`src/rtl/sa_feed_ctrl.sv`:
```
// sa_feed_ctrl: sequences one shared load pulse followed by a diagonally
// skewed read schedule across the serializer bank, then a drain interval
// and a one-cycle completion pulse.
//
//   state  | meaning
//   -------+----------------------------------------------------------
//   IDLE   | waiting for start; ready=1
//   LOAD   | single write_enable pulse to every serializer
//   STREAM | issuing skewed read steps t = 0 .. LANES+DEPTH-2
//   DRAIN  | flush interval, d = 0 .. DRAIN-1
//   DONE   | single done pulse, then back to IDLE
//
// All outputs are registered. The value presented in a cycle is decided at
// the edge that opens it, using the stall level sampled at that edge. A
// stalled cycle issues nothing and holds t/d. The edge leaving LOAD always
// issues step 0, so stall has no effect in IDLE or LOAD.
module sa_feed_ctrl #(
  parameter int LANES = 32,
  parameter int DEPTH = 32,
  parameter int DRAIN = 40
) (
  input  logic             clk,
  input  logic             rst,
  input  logic             start,
  input  logic             stall,
  output logic             ready,
  output logic             busy,
  output logic             write_enable,
  output logic [LANES-1:0] read_enable,
  output logic             done
);

  localparam int TW = $clog2(LANES + DEPTH);
  localparam int DW = $clog2(DRAIN + 1);

  localparam logic [TW-1:0] T_LAST = TW'(LANES + DEPTH - 2);
  localparam logic [DW-1:0] D_LAST = DW'(DRAIN - 1);

  localparam logic [2:0] S_IDLE   = 3'd0;
  localparam logic [2:0] S_LOAD   = 3'd1;
  localparam logic [2:0] S_STREAM = 3'd2;
  localparam logic [2:0] S_DRAIN  = 3'd3;
  localparam logic [2:0] S_DONE   = 3'd4;

  logic [2:0]    state;
  logic [TW-1:0] t;
  logic [DW-1:0] d;
  logic [TW-1:0] t_inc;

  // Lane i shifts on steps i .. i+DEPTH-1 (diagonal wavefront).
  function automatic logic [LANES-1:0] lane_mask(input logic [TW-1:0] step);
    logic [LANES-1:0] m;
    m = '0;
    for (int i = 0; i < LANES; i++) begin
      m[i] = (int'(step) >= i) && (int'(step) <= i + DEPTH - 1);
    end
    return m;
  endfunction

  // Next step index while streaming.
  always_comb begin
    t_inc = t + 1'b1;
  end

  // Sequencer: state, step/drain counters and registered outputs.
  always_ff @(posedge clk or posedge rst) begin
    if (rst) begin
      state        <= S_IDLE;
      t            <= '0;
      d            <= '0;
      write_enable <= 1'b0;
      read_enable  <= '0;
      done         <= 1'b0;
      busy         <= 1'b0;
      ready        <= 1'b1;
    end else begin
      write_enable <= 1'b0;
      read_enable  <= '0;
      done         <= 1'b0;
      case (state)
        S_IDLE: begin
          if (start) begin
            state        <= S_LOAD;
            write_enable <= 1'b1;
            busy         <= 1'b1;
            ready        <= 1'b0;
          end
        end
        S_LOAD: begin
          state       <= S_STREAM;
          t           <= '0;
          read_enable <= lane_mask('0);
        end
        S_STREAM: begin
          if (!stall) begin
            if (t == T_LAST) begin
              state <= S_DRAIN;
              d     <= '0;
            end else begin
              t           <= t_inc;
              read_enable <= lane_mask(t_inc);
            end
          end
        end
        S_DRAIN: begin
          if (!stall) begin
            if (d == D_LAST) begin
              state <= S_DONE;
              done  <= 1'b1;
            end else begin
              d <= d + 1'b1;
            end
          end
        end
        S_DONE: begin
          state <= S_IDLE;
          t     <= '0;
          d     <= '0;
          busy  <= 1'b0;
          ready <= 1'b1;
        end
        default: begin
          state <= S_IDLE;
          t     <= '0;
          d     <= '0;
          busy  <= 1'b0;
          ready <= 1'b1;
        end
      endcase
    end
  end

endmodule

```
`config.mk`:
```
export PLATFORM = sky130hd
export DESIGN_NAME = sa_feed_ctrl
export DESIGN_NICKNAME = d
export VERILOG_FILES = /design/src/rtl/sa_feed_ctrl.sv
export SDC_FILE = /design/constraint.sdc
export NUM_CORES = 1
export LEC_CHECK = 0
export CAP_MARGIN = 25
export CORE_ASPECT_RATIO = 0.5
export CORE_MARGIN = 2
export CORE_UTILIZATION = 35
export CTS_BUF_LIST = sky130_fd_sc_hd__clkbuf_2 sky130_fd_sc_hd__clkbuf_4 sky130_fd_sc_hd__clkbuf_8
export DETAILED_ROUTE_END_ITERATION = 7
export HOLD_SLACK_MARGIN = 0.06
export MAX_ROUTING_LAYER = met4
export SYNTH_ARGS = -nofsm -noshare
export SYNTH_HDL_FRONTEND = slang
export SYNTH_SLANG_ARGS = --single-unit
```
`constraint.sdc`:
```
create_clock -name clk -period 5.6 [get_ports clk]
set_input_delay 1.68 -clock clk [delete_from_list [all_inputs] [get_ports clk]]
set_output_delay 1.68 -clock clk [all_outputs]
set_load 0.05 [all_outputs]
```
==> results.sh <==
export IMPL_cts_hold_repair_buffers=0
export IMPL_timing_critical_path_mode_cell="inv_1"
export IMPL_postPlaceCellArea_um2=3638
export IMPL_run_status="finished, final reports clean"
export IMPL_grt_pass1_wl_mm=15.63
export IMPL_finalSetupViolCount=0
export IMPL_detailroute_via_count=2989
export IMPL_timing_critical_path_to_type="flip-flop"
export IMPL_syn_avg_cell_area_um2=8.484
export IMPL_fmaxAchievable_mhz=255.1
export IMPL_instances_no_fill=518
export IMPL_power_share_sequential_pct=30.2
export IMPL_worstPathArrival_ps=4110
export IMPL_synth_seq_cells=51
export IMPL_drv_max_cap_violation_count=0
export IMPL_cts_htree_levels=2
export IMPL_syn_area_um2=3173
export IMPL_maximum_number_of_pins_on_one_net_before_global_route_repair=37
export IMPL_preCtsSetupSlack_ps=1894
export IMPL_clock_skew_final_ps=10.33
export IMPL_fin_crit_ps=3920
export IMPL_design_final_nets=415
export IMPL_wl_mm=9.473
export IMPL_cts_buffers=5
export IMPL_timing_critical_path_cells="ha_1, inv_1, nor2_1, xnor2_1, inv_1, ha_1, inv_1, o311ai_1, nor2_1"
export IMPL_groute_usage_overall_pct=20.70
export IMPL_timing_setup_critical_path_class="reg2reg"
export IMPL_min_delay_start="d[5]"
export IMPL_drt_antenna_violating_nets=0
export IMPL_cts_root_buffer_cell="clkbuf_8"
export IMPL_critPathLaunchType="flip-flop"
export IMPL_clockPowerShare_pct=17.3
export IMPL_fillerInstances=885
export IMPL_cp_max_fo=21
export IMPL_cts_tree="yes"
export IMPL_clockBufferDepth=2
export IMPL_number_of_enable_flip_flop_cells_after_synthesis=0
export IMPL_multiInputGateArea_um2=1719
export IMPL_tightestPinTransition_ps=761.9
export IMPL_critical_path_startpoint="t[1]"
export IMPL_dieWidth_um=138.7
export IMPL_required_ps=5790
export IMPL_portBuffers=39
export IMPL_critPathSlowestCell="dfrtp_1"
export IMPL_detailedRoute_firstPassIterationCount=5
export IMPL_placed_cells=510
export IMPL_r2r_end="read_enable[28]"
export IMPL_internal_power_mw=0.8340
export IMPL_synth_distinct_cells=58
export IMPL_p_sw_mw=0.8059
export IMPL_synth_top_area_share_pct=39.43
export IMPL_yosysWarningCount=0
export IMPL_power_density_nw_per_um2=436.2
export IMPL_drive_gt1_share_pct=8.229
export IMPL_cts_repair_resized=0
export IMPL_final_area_um2=3760
export IMPL_drt_wirelength_per_cell_um=18.29
export IMPL_r2r_slack_ps=1680
export IMPL_design_die_area_um2=9890
export IMPL_grt_overflow_total=0
export IMPL_maximum_vdd_ir_drop_uv=170.1
export IMPL_cpPeakStageDelay_ps=710
export IMPL_reg2reg_depth=9
export IMPL_floorplan_die_height_um=71.33
export IMPL_dominantRegCellSynth="dfrtp_1"
export IMPL_syn2layout_area_growth_pct=18.49
export IMPL_register_area_um2=1277
export IMPL_syn_num_nets=389
export IMPL_synthArstFlopShare_pct=100.0
export IMPL_comb_power_share_pct=52.5
export IMPL_gpl_final_weighted_congestion=0.9943
export IMPL_layout_common_cells="dfrtp_1 (50), clkdlybuf4s50_1 (39), nand2_1 (37), a21oi_1 (32), o21ai_1 (29)"
export IMPL_total_power_mw=1.640
export IMPL_antenna_violations_before_repair=0
export IMPL_clk_insertion_delay_late_ps=320
export IMPL_drt_drc_violations_left=0
export IMPL_worst_setup_path_endpoint="read_enable[28]"
export IMPL_grt_pass1_vias=2854
export IMPL_detail_route_vias_per_cell=5.770
export IMPL_finalWorstSetupSlack_ps=1680
export IMPL_synth_top_cells_by_area="dfrtp_1 (39%), a21oi_1 (5.0%), o21ai_1 (4.6%), nand2_1 (4.4%), ha_1 (4.3%)"
export IMPL_cts_num_sinks=51
export IMPL_drt_initial_drc_count=281
export IMPL_total_leakage_power_nw=1.499
export IMPL_max_slew_violation_count=0
export IMPL_diodes_inserted=0
export IMPL_r2r_start="t[1]"
export IMPL_worst_min_delay_path_category="reg2reg"
export IMPL_synth_area_leader_cell="dfrtp_1"
export IMPL_hpwlAfterDp_mm=6.503
export IMPL_syn_instance_count=374
export IMPL_synth_yosys_seq_area_share_pct=40.26
export IMPL_rsz_0062_raised_after_global_routing="false"
export IMPL_clk_pin_slew_ps=100
export IMPL_max_slew_headroom_at_the_worst_pin_pct=49.20
export IMPL_core_um2=8768
export IMPL_initial_utilization_pct=36.19
export IMPL_fin_tns_setup_ps=0
export IMPL_final_common_cell="dfrtp_1"
export IMPL_timing_hold_violations_final=0
export IMPL_post_cts_repair_setup_buffers=0
export IMPL_sw_frac_of_total_pct=49.14
export IMPL_post_route_period_util_pct=70.01
export IMPL_fp_row_count=24
export IMPL_io_pins=40
[layer usage]
metal / share of wire, % / GRT usage [%] / up-vias
li1: - / - / 1411
met1: 48 / 29.66 / 1402
met2: 41 / 29.54 / 162
met3: 8.6 / 4.211 / 14
met4: 1.5 / 6.510 / 0
met5: 0 / - / -
[state kept, by name, summed over array words and instances, names as in the netlist]
register,count
read_enable,32
d,6
t,6
state,3
busy,1
done,1
ready,1
write_enable,1
[worst min path at each step]
| stage | cells past startpoint | endpoint | slack [ps] |
|---|---|---|---|
| CTS | 1 | d[5] | 490 |
| global placement | 1 | d[5] | 470 |
| global route | 1 | d[5] | 520 |
| detailed placement | 1 | d[5] | 480 |
| floorplan | 1 | d[5] | 440 |
| finish | 1 | d[5] | 490 |
[Yosys cell counts, drive strengths merged (8+ instances only)]
cell	n
a211oi	8
a21oi	32
buf	13
clkbuf	14
dfrtp	50
ha	11
inv	14
nand2	37
nand3	19
nor2	29
nor3	10
o21ai	40
[per-stage QoR]
| stage | hold WS (ps) | utilization, % |
|---|---|---|
| after floorplan | 440.2 | - |
| after global placement | 474.1 | 41.50 |
| after detailed placement | 478.9 | 41.50 |
| after CTS | 492.8 | 42.88 |
| after global routing | 517.0 | 42.88 |
| final | 490.5 | 42.88 |
[power groups by stage]
stage               clock network (mW)  registers (mW)  logic, mW
floorplan                            0           0.600      0.502
CTS                              0.294           0.493      0.846
global placement                     0           0.499      0.861
finish                           0.284           0.495      0.861
global route                     0.310           0.503      0.930
detailed placement                   0           0.499      0.843
[cells by family after synthesis]
family / share of synthesized area [%]
and+or+nand+nor: 20.94
muxes: 0.3549
xor gates and xnor gates: 2.406
AOI/OAI and AO/OA: 26.14
buffers and inverters: 5.560
adders and majority gates: 4.337
DFF: 40.26
[critical path: cells and delay by family (launching register included)]
family | cells | cell delay (ps)
xor gates and xnor gates | 1 | 160
AOI/OAI and AO/OA | 1 | 500
and+or+nand+nor | 2 | 290
buffers and inverters | 3 | 740
adders and majority gates | 2 | 1360
DFF | 1 | 710
[cell type report]
cell class / instances / share of cell area [%]
multi-input cells: 282 / 45.72
flip-flops and latches: 51 / 33.98
repair buffers: 46 / 11.78
well taps: 117 / 3.893
clock buffers: 6 / 2.196
inverters: 14 / 1.398
clock inverters: 2 / 1.032
Power figures use the tool's default switching activity.
